[src/rtl/dram64k_ctrl_pkg.sv]
`default_nettype none
// ============================================================================
// dram64k_ctrl_pkg
// FSM encoding, phase lengths and address field helpers for the DRAM sequencer.
// Rev 1.0
// ============================================================================
package dram64k_ctrl_pkg;

  typedef enum logic [2:0] {
    ST_IDLE  = 3'd0,
    ST_ROW   = 3'd1,
    ST_COL   = 3'd2,
    ST_DATA  = 3'd3,
    ST_LATCH = 3'd4,
    ST_PRE   = 3'd5,
    ST_REF_A = 3'd6,
    ST_REF_B = 3'd7
  } state_t;

  localparam int unsigned C_ACCESS_CYCLES  = 6;
  localparam int unsigned C_REFRESH_CYCLES = 4;

  // The DRAM is addressed as {COL,ROW}: row in the low byte.
  function automatic logic [7:0] row_of(input logic [15:0] addr);
    return addr[7:0];
  endfunction

  function automatic logic [7:0] col_of(input logic [15:0] addr);
    return addr[15:8];
  endfunction

endpackage
`default_nettype wire

[src/rtl/dram64k_ctrl_if.sv]
`default_nettype none
// ============================================================================
// dram64k_ctrl_if
// CPU request/acknowledge bus plus the multiplexed DRAM strobe/data bus.
// Rev 1.0
// ============================================================================
interface dram64k_ctrl_if;

  logic        i_REQ;
  logic        i_WE;
  logic [15:0] i_A;
  logic [7:0]  i_D;
  logic [7:0]  o_Q;
  logic        o_ACK;
  logic        o_BUSY;
  logic [7:0]  o_ADDR;
  logic [7:0]  o_DOUT;
  logic [7:0]  i_DIN;
  logic        o_RAS_n;
  logic        o_CAS_n;
  logic        o_WR_n;

  modport master (
    output i_REQ, i_WE, i_A, i_D, i_DIN,
    input  o_Q, o_ACK, o_BUSY, o_ADDR, o_DOUT, o_RAS_n, o_CAS_n, o_WR_n
  );

  modport slave (
    input  i_REQ, i_WE, i_A, i_D, i_DIN,
    output o_Q, o_ACK, o_BUSY, o_ADDR, o_DOUT, o_RAS_n, o_CAS_n, o_WR_n
  );

endinterface
`default_nettype wire

[src/rtl/dram64k_refresh_timer.sv]
`default_nettype none
// ============================================================================
// dram64k_refresh_timer
// Free-running refresh interval counter, refresh row counter and pending flag.
// Rev 1.0
// ============================================================================
module dram64k_refresh_timer #(
  parameter int unsigned REFRESH_INTERVAL = 60
) (
  input  logic       i_MCLK,
  input  logic       i_RST_n,
  input  logic       i_clear,
  output logic       o_pending,
  output logic [7:0] o_row
);

  localparam logic [15:0] C_LAST = 16'(REFRESH_INTERVAL - 1);

  logic [15:0] r_count;

  always_ff @(posedge i_MCLK or negedge i_RST_n) begin
    if (!i_RST_n) begin
      r_count   <= 16'd0;
      o_pending <= 1'b0;
      o_row     <= 8'd0;
    end else begin
      r_count <= (r_count == C_LAST) ? 16'd0 : r_count + 16'd1;
      // A tick landing while a refresh is still outstanding is simply lost.
      if (i_clear) begin
        o_pending <= 1'b0;
        o_row     <= o_row + 8'd1;
      end else if (r_count == C_LAST) begin
        o_pending <= 1'b1;
      end
    end
  end

endmodule
`default_nettype wire

[src/rtl/dram64k_ctrl.sv]
`default_nettype none
// ============================================================================
// dram64k_ctrl
// RAS/CAS/WR sequencer for a 64k x 8 DRAM; RAS-only refresh under
// DRAM64K_CTRL_REFRESH_EN.
// Rev 1.0
// ============================================================================
module dram64k_ctrl
  import dram64k_ctrl_pkg::*;
#(
  parameter int unsigned REFRESH_INTERVAL = 60
) (
  input  logic          i_MCLK,
  input  logic          i_RST_n,
  dram64k_ctrl_if.slave bus
);

  if ((REFRESH_INTERVAL < 8) || (REFRESH_INTERVAL > 65535)) begin : g_bad_interval
    $error("dram64k_ctrl: REFRESH_INTERVAL out of range 8..65535");
  end

  state_t      r_state;
  logic        r_we;
  logic [15:0] r_addr;
  logic        w_ref_pending;
  logic [7:0]  w_ref_row;

`ifdef DRAM64K_CTRL_REFRESH_EN
  dram64k_refresh_timer #(
    .REFRESH_INTERVAL (REFRESH_INTERVAL)
  ) u_refresh (
    .i_MCLK    (i_MCLK),
    .i_RST_n   (i_RST_n),
    .i_clear   (r_state == ST_REF_B),
    .o_pending (w_ref_pending),
    .o_row     (w_ref_row)
  );
`else
  assign w_ref_pending = 1'b0;
  assign w_ref_row     = 8'd0;
`endif

  always_ff @(posedge i_MCLK or negedge i_RST_n) begin
    if (!i_RST_n) begin
      r_state     <= ST_IDLE;
      r_we        <= 1'b0;
      r_addr      <= 16'd0;
      bus.o_RAS_n <= 1'b1;
      bus.o_CAS_n <= 1'b1;
      bus.o_WR_n  <= 1'b1;
      bus.o_ADDR  <= 8'd0;
      bus.o_DOUT  <= 8'd0;
      bus.o_Q     <= 8'd0;
      bus.o_ACK   <= 1'b0;
      bus.o_BUSY  <= 1'b0;
    end else begin
      bus.o_ACK <= 1'b0;
      case (r_state)
        ST_IDLE: begin
          if (w_ref_pending) begin
            r_state     <= ST_REF_A;
            bus.o_ADDR  <= w_ref_row;
            bus.o_RAS_n <= 1'b0;
            bus.o_BUSY  <= 1'b1;
          end else if (bus.i_REQ) begin
            r_state     <= ST_ROW;
            r_we        <= bus.i_WE;
            r_addr      <= bus.i_A;
            bus.o_DOUT  <= bus.i_D;
            bus.o_ADDR  <= row_of(bus.i_A);
            bus.o_RAS_n <= 1'b0;
            bus.o_BUSY  <= 1'b1;
          end
        end
        ST_ROW: begin
          r_state     <= ST_COL;
          bus.o_ADDR  <= col_of(r_addr);
          bus.o_CAS_n <= 1'b0;
        end
        ST_COL: begin
          r_state    <= ST_DATA;
          bus.o_WR_n <= ~r_we;
        end
        ST_DATA: begin
          r_state    <= ST_LATCH;
          bus.o_WR_n <= 1'b1;
        end
        ST_LATCH: begin
          r_state     <= ST_PRE;
          bus.o_ACK   <= 1'b1;
          bus.o_RAS_n <= 1'b1;
          bus.o_CAS_n <= 1'b1;
          if (!r_we) begin
            bus.o_Q <= bus.i_DIN;
          end
        end
        ST_PRE: begin
          r_state    <= ST_IDLE;
          bus.o_BUSY <= 1'b0;
        end
        ST_REF_A: begin
          r_state <= ST_REF_B;
        end
        ST_REF_B: begin
          r_state     <= ST_PRE;
          bus.o_RAS_n <= 1'b1;
        end
        default: begin
          r_state <= ST_IDLE;
        end
      endcase
    end
  end

endmodule
`default_nettype wire

[src/flat_wrapper.sv]
// flat-port wrapper written by rule: the top's interface ports become plain ports
module dram64k_ctrl_flat import dram64k_ctrl_pkg::*;
#(
  parameter int unsigned REFRESH_INTERVAL = 60
)
  (i_MCLK, i_RST_n, bus_i_REQ, bus_i_WE, bus_i_A, bus_i_D, bus_i_DIN, bus_o_Q, bus_o_ACK, bus_o_BUSY, bus_o_ADDR, bus_o_DOUT, bus_o_RAS_n, bus_o_CAS_n, bus_o_WR_n);
  dram64k_ctrl_if bus_i ();
  input  logic i_MCLK;
  input  logic i_RST_n;
  input wire logic [$bits(bus_i.i_REQ)-1:0] bus_i_REQ;
  input wire logic [$bits(bus_i.i_WE)-1:0] bus_i_WE;
  input wire logic [$bits(bus_i.i_A)-1:0] bus_i_A;
  input wire logic [$bits(bus_i.i_D)-1:0] bus_i_D;
  input wire logic [$bits(bus_i.i_DIN)-1:0] bus_i_DIN;
  output wire logic [$bits(bus_i.o_Q)-1:0] bus_o_Q;
  output wire logic [$bits(bus_i.o_ACK)-1:0] bus_o_ACK;
  output wire logic [$bits(bus_i.o_BUSY)-1:0] bus_o_BUSY;
  output wire logic [$bits(bus_i.o_ADDR)-1:0] bus_o_ADDR;
  output wire logic [$bits(bus_i.o_DOUT)-1:0] bus_o_DOUT;
  output wire logic [$bits(bus_i.o_RAS_n)-1:0] bus_o_RAS_n;
  output wire logic [$bits(bus_i.o_CAS_n)-1:0] bus_o_CAS_n;
  output wire logic [$bits(bus_i.o_WR_n)-1:0] bus_o_WR_n;
  assign bus_i.i_REQ = bus_i_REQ;
  assign bus_i.i_WE = bus_i_WE;
  assign bus_i.i_A = bus_i_A;
  assign bus_i.i_D = bus_i_D;
  assign bus_i.i_DIN = bus_i_DIN;
  assign bus_o_Q = bus_i.o_Q;
  assign bus_o_ACK = bus_i.o_ACK;
  assign bus_o_BUSY = bus_i.o_BUSY;
  assign bus_o_ADDR = bus_i.o_ADDR;
  assign bus_o_DOUT = bus_i.o_DOUT;
  assign bus_o_RAS_n = bus_i.o_RAS_n;
  assign bus_o_CAS_n = bus_i.o_CAS_n;
  assign bus_o_WR_n = bus_i.o_WR_n;
  dram64k_ctrl #(.REFRESH_INTERVAL(REFRESH_INTERVAL)) u_core (.i_MCLK(i_MCLK), .i_RST_n(i_RST_n), .bus(bus_i));
endmodule
[config.mk]
export PLATFORM = sky130hd
export DESIGN_NAME = dram64k_ctrl_flat
export DESIGN_NICKNAME = d
export VERILOG_FILES = /design/src/rtl/dram64k_ctrl_pkg.sv /design/src/rtl/dram64k_ctrl_if.sv /design/src/rtl/dram64k_refresh_timer.sv /design/src/rtl/dram64k_ctrl.sv /design/src/flat_wrapper.sv
export SDC_FILE = /design/constraint.sdc
export NUM_CORES = 1
export LEC_CHECK = 0
export BUFFER_PORTS_ARGS = -buffer_cell sky130_fd_sc_hd__clkbuf_2
export CORE_MARGIN = 5
export CORE_UTILIZATION = 50
export DETAILED_ROUTE_END_ITERATION = 8
export PLACE_DENSITY = 0.84
export RECOVER_POWER = 100
export SLEW_MARGIN = 20
export SYNTH_ARGS = -nofsm -noshare
export SYNTH_HDL_FRONTEND = slang
export SYNTH_HIERARCHICAL = 1
export SYNTH_SLANG_ARGS = --single-unit
[constraint.sdc]
create_clock -name i_MCLK -period 3.5 [get_ports i_MCLK]
set_clock_uncertainty 0.1 [all_clocks]
set_input_delay 0.35 -clock i_MCLK [delete_from_list [all_inputs] [get_ports i_MCLK]]
set_output_delay 0.35 -clock i_MCLK [all_outputs]
set_load 0.01 [all_outputs]
==> After elaboration in Yosys (flattened, before gate mapping) <==
Index checks and enable logic that the tools add are counted.
{ "totals": {"inputBits": 36, "wordCells": 43, "reg_bits": 49, "output_inout_bits": 29} }
{ "op_classes": {"mux": 11, "n_bitwise": 1, "n_eq_ne": 8, "n_reduce_logical": 12} }
{ "op_table": {"columns": ["cell", "count"], "rows": [
  ["one-hot mux 3 bit (7 select lines)", 1],
  ["one-hot mux 8 bit (2 select lines)", 1],
  ["equality test 3 bit (second input constant)", 4],
  ["AND reduction 2 bit", 5],
  ["nonzero test 2 bit", 5],
  ["two-way mux 8 bit", 1],
  ["one-hot mux 1 bit (2 select lines)", 4],
  ["equality test 3 x 2 -> 1 bit (second input constant)", 2],
  ["equality test 3 x 1 -> 1 bit (second input constant)", 1],
  ["logical NOT 3 bit", 1],
  ["two-way mux 1 bit", 3],
  ["two-way mux 3 bit", 1],
  ["!= test 2 bit (second input constant)", 1],
  ["OR reduction 2 bit", 1],
  ["inverter 1 bit", 1]
]} }

==> Depth between registers and ports, before layout <==
{ "logic_depth": {"ltp_word": 4, "mapped_depth": 5, "mapped_depth_nobuf": 3} }

==> Worst setup path after synthesis <==
OpenSTA, ideal clock, no wires.
{ "synth_timing": {"path_type": "register -> register", "start": "reg u_core.r_state[1]", "end": "reg u_core.bus.o_DOUT[0]", "setup_ns": 0.125, "path_slack_ns": 1.799, "stages_incl_launch_ff": 5, "arrival_time_ns": 1.476, "period_less_slack_ns": 1.701, "required_ns": 3.275, "n_path_buf": 2, "cell_sequence": "dfrtp_1 > clkbuf_8 > nor4b_4 > buf_6 > mux2_2"} }
{ "synth_via": {"elab_chain_cells": 2} }
{ "synth_lines": {"columns": ["item", "line_no", "rtl"], "rows": [
  ["from (decl)", "dram64k_ctrl.sv:22", "state_t r_state;"],
  ["from (signal assigned)", "dram64k_ctrl.sv:45", "r_state <= ST_IDLE;"],
  ["from (signal assigned)", "dram64k_ctrl.sv:61", "r_state <= ST_REF_A;"],
  ["from (signal assigned)", "dram64k_ctrl.sv:66", "r_state <= ST_ROW;"],
  ["logical NOT 3 bit", "dram64k_ctrl.sv:58", "case (r_state)"],
  ["AND reduction 2 bit (no line)", null, null],
  ["to (signal assigned)", "dram64k_ctrl.sv:69", "bus.o_DOUT <= bus.i_D;"],
  ["to (decl)", "dram64k_ctrl_if.sv:30", "output o_Q, o_ACK, o_BUSY, o_ADDR, o_DOUT, o_RAS_n, o_CAS_n, o_WR_n"]
]} }
No other way between the ends.
A chain may end at the register's enable or synchronous reset.

==> flow_summary.json <==
{
  "status": "finished, violations left",
  "violations": "capacitance limit, slew limit",
  "fill_cells": 300,
  "combPwrFrac": 0.384,
  "drcViolationCount": 0,
  "cp-start-kind": "input port",
  "vias": 1135,
  "drt_iter0_markers": 106,
  "hpwl_um": 2740,
  "tns_ns": 0,
  "min_period_ns": 1.90,
  "fin_area_sq_um": 2030,
  "clkSinkCount": 41,
  "hold_path.startpoint": "bus_i_A[13]",
  "cts_tree": "built",
  "hold_buffers": 0,
  "arrival_ns": 1.84,
  "cts_buffers": 5,
  "drive_gt1_frac": 0.433,
  "die_w_um": 68.0,
  "critPathBufInv": 1,
  "cts_resized": 0,
  "fmax_mhz": 527,
  "yosys_warnings": 6,
  "slew_viol_final": 42,
  "slew_headroom": -0.399,
  "worstHoldPathType": "input port to register",
  "final_nets": 215,
  "grt_max_degree": 42,
  "place_area_sq_um": 2000,
  "seq_area_sq_um": 1030,
  "vdd_drop_max_mv": 0.448,
  "antenna_found_initial": 0,
  "path_cells": "clkbuf_1",
  "ios": 65,
  "fin_crit_sh": 0.542,
  "area_growth_pct": 20.8,
  "end_kind": "asynchronous set/reset pin",
  "grt_pass1_wl_um": 5690,
  "r2r-start": "u_core/r_state[0]",
  "post-cts-setup-buffers": 0,
  "final_util": 0.618,
  "core_area_sq_um": 3280,
  "first_pass_iters": 4,
  "rsz0062_at_grt": "no",
  "maxCapViolations": 1,
  "cts_buffer_depth": 2,
  "synth_nets": 149,
  "power.density_nw_per_um2": 939,
  "track_usage": 0.169,
  "p_seq_frac": 0.461,
  "clock-root-buffer": "clkbuf_4",
  "path_class": "input port to asynchronous set/reset pin",
  "p_sw_frac": 0.348,
  "grtUsageMet1": 0.187,
  "syn_area_sq_um": 1680,
  "fp.dieH_um": 68.0,
  "setup_viol": 0,
  "syn_avg_cell_area_sq_um": 14.9,
  "crit_start": "i_RST_n",
  "ys_types": 23,
  "synth_top_cell_area_share": 0.566,
  "hold_slack_ns": 0.110,
  "clk_pin_slew_ns": 0.12,
  "worstMarginPinSlew_ns": 2.10,
  "multi_input_area_sq_um": 562,
  "grt_pass1_vias": 1253,
  "synth_cells": 113,
  "top_usage_layer": "met2",
  "cpLargestDelayFamily": "buffers and inverters",
  "numPortBuffers": 64,
  "critPathRequiredTime_ns": 3.44,
  "ys_top_cells_by_area": "dfrtp_1, mux2_2, dfstp_2, a21o_2, a22o_1",
  "antenna_left": 0,
  "hold_viol_final": 0,
  "clkLatencyLatePin_ns": 0.33,
  "crit_fanout": 41,
  "internal_power_mw": 1.24,
  "rows": 21,
  "p_leak_nw": 0.956,
  "grt_remaining_overflow": 0,
  "n_antenna_cell": 0,
  "grt_util_met3": 0.0394,
  "synth_seq_area_share": 0.613,
  "viasPerCell": 5.02,
  "cp_slowest_stage_delay_ns": 1.47,
  "p_switching_mw": 0.663,
  "wirelength_um": 3520,
  "slowest_stage": "clkbuf_1",
  "total_power_mw": 1.91,
  "yosys.area.top_type": "dfrtp_1",
  "clkPwrFrac": 0.155,
  "ys_seq_elements": 41,
  "place_congestion": 0.816,
  "start_util": 0.512,
  "grtUsageMet2": 0.304,
  "htree_levels": 2,
  "fp.dieArea_sq_um": 4620,
  "drt-wirelength-per-cell_um": 15.6
}
registers in the layout (all words and copies together), names as in the netlist, named ones only:
name                flops
u_core/bus.o_CAS_n      1
u_core/r_we             1
u_core/r_state          2
u_core/bus.o_DOUT       8
u_core/bus.o_Q          8
u_core/bus.o_ACK        1
u_core/bus.o_WR_n       1
u_core/r_addr           8
u_core/bus.o_RAS_n      1
u_core/bus.o_ADDR       8
u_core/bus.o_BUSY       1
area by class of cell:
class | count | area share
Timing Repair Buffer | 65 | 0.144
Clock buffer | 6 | 0.0203
Tap cell | 46 | 0.0284
Inverter | 3 | 0.00555
Clock inverter | 2 | 0.0173
Multi-Input combinational cell | 63 | 0.277
Sequential cell | 41 | 0.507
Yosys cell counts (all sizes together):
cell / count
nor3b: 2
mux2: 25
inv: 3
nand2: 3
nor3: 1
a21oi: 4
a22o: 8
nor4b: 1
o22a: 1
a2bb2oi: 1
and2b: 1
nor2: 2
a41oi: 1
dfrtp: 38
a21o: 9
buf: 5
clkbuf: 1
dfstp: 3
o21ai: 4
power by group through the flow:
| stage | clock network (mW) | registers [mW] | logic (mW) |
|---|---|---|---|
| after global routing | 0.332 | 0.907 | 0.805 |
| after CTS | 0.309 | 0.892 | 0.788 |
| final | 0.295 | 0.879 | 0.732 |
| after detailed placement | 0 | 0.905 | 0.786 |
| after floorplan | 0 | 0.917 | 0.511 |
| after global placement | 0 | 0.877 | 0.748 |
path summary, 6_finish.rpt:
kind	end	slack [ns]	cells past startpoint
max	u_core/r_we	1.60	1
min	u_core/r_addr[13]	0.11	2
max reg2reg	u_core/bus.o_ADDR[2]	1.62	4
min reg2reg	u_core/bus.o_ADDR[5]	0.40	1
max in group i_MCLK	u_core/bus.o_ADDR[2]	1.62	4
min in group asynchronous	u_core/bus.o_ADDR[7]	0.50	1
logic make-up after synthesis:
| family | synth area share |
|---|---|
| multiplexers | 0.168 |
| flip-flops | 0.613 |
| AND/OR/NAND/NOR | 0.0484 |
| buffers and inverters | 0.0439 |
| AO/OA/AOI/OAI | 0.127 |
metal layers:
metal / vias to the layer above / wire length [um]
met5: - / 0
met4: 0 / 50
met3: 5 / 162
met2: 29 / 2020
met1: 556 / 1290
li1: 545 / -
per-stage QoR:
stage,std cells,setup slack [ns]
floorplan,113,1.80
global placement,218,1.74
detailed placement,218,1.65
CTS,226,1.65
global route,226,1.09
finish,226,1.60
cells in the final DEF, fill, tap and decap left out, types with 2 or more instances in the layout:
cell type   n
dfrtp_1    38
clkbuf_2   36
clkbuf_1   29
mux2_2     24
a22o_1      8
a21o_2      8
clkbuf_4    5
o21ai_0     4
a21oi_1     4
inv_1       3
nand2_1     3
nor2_1      2
dfstp_1     2
No activity file was read; power rests on OpenSTA's default activity.
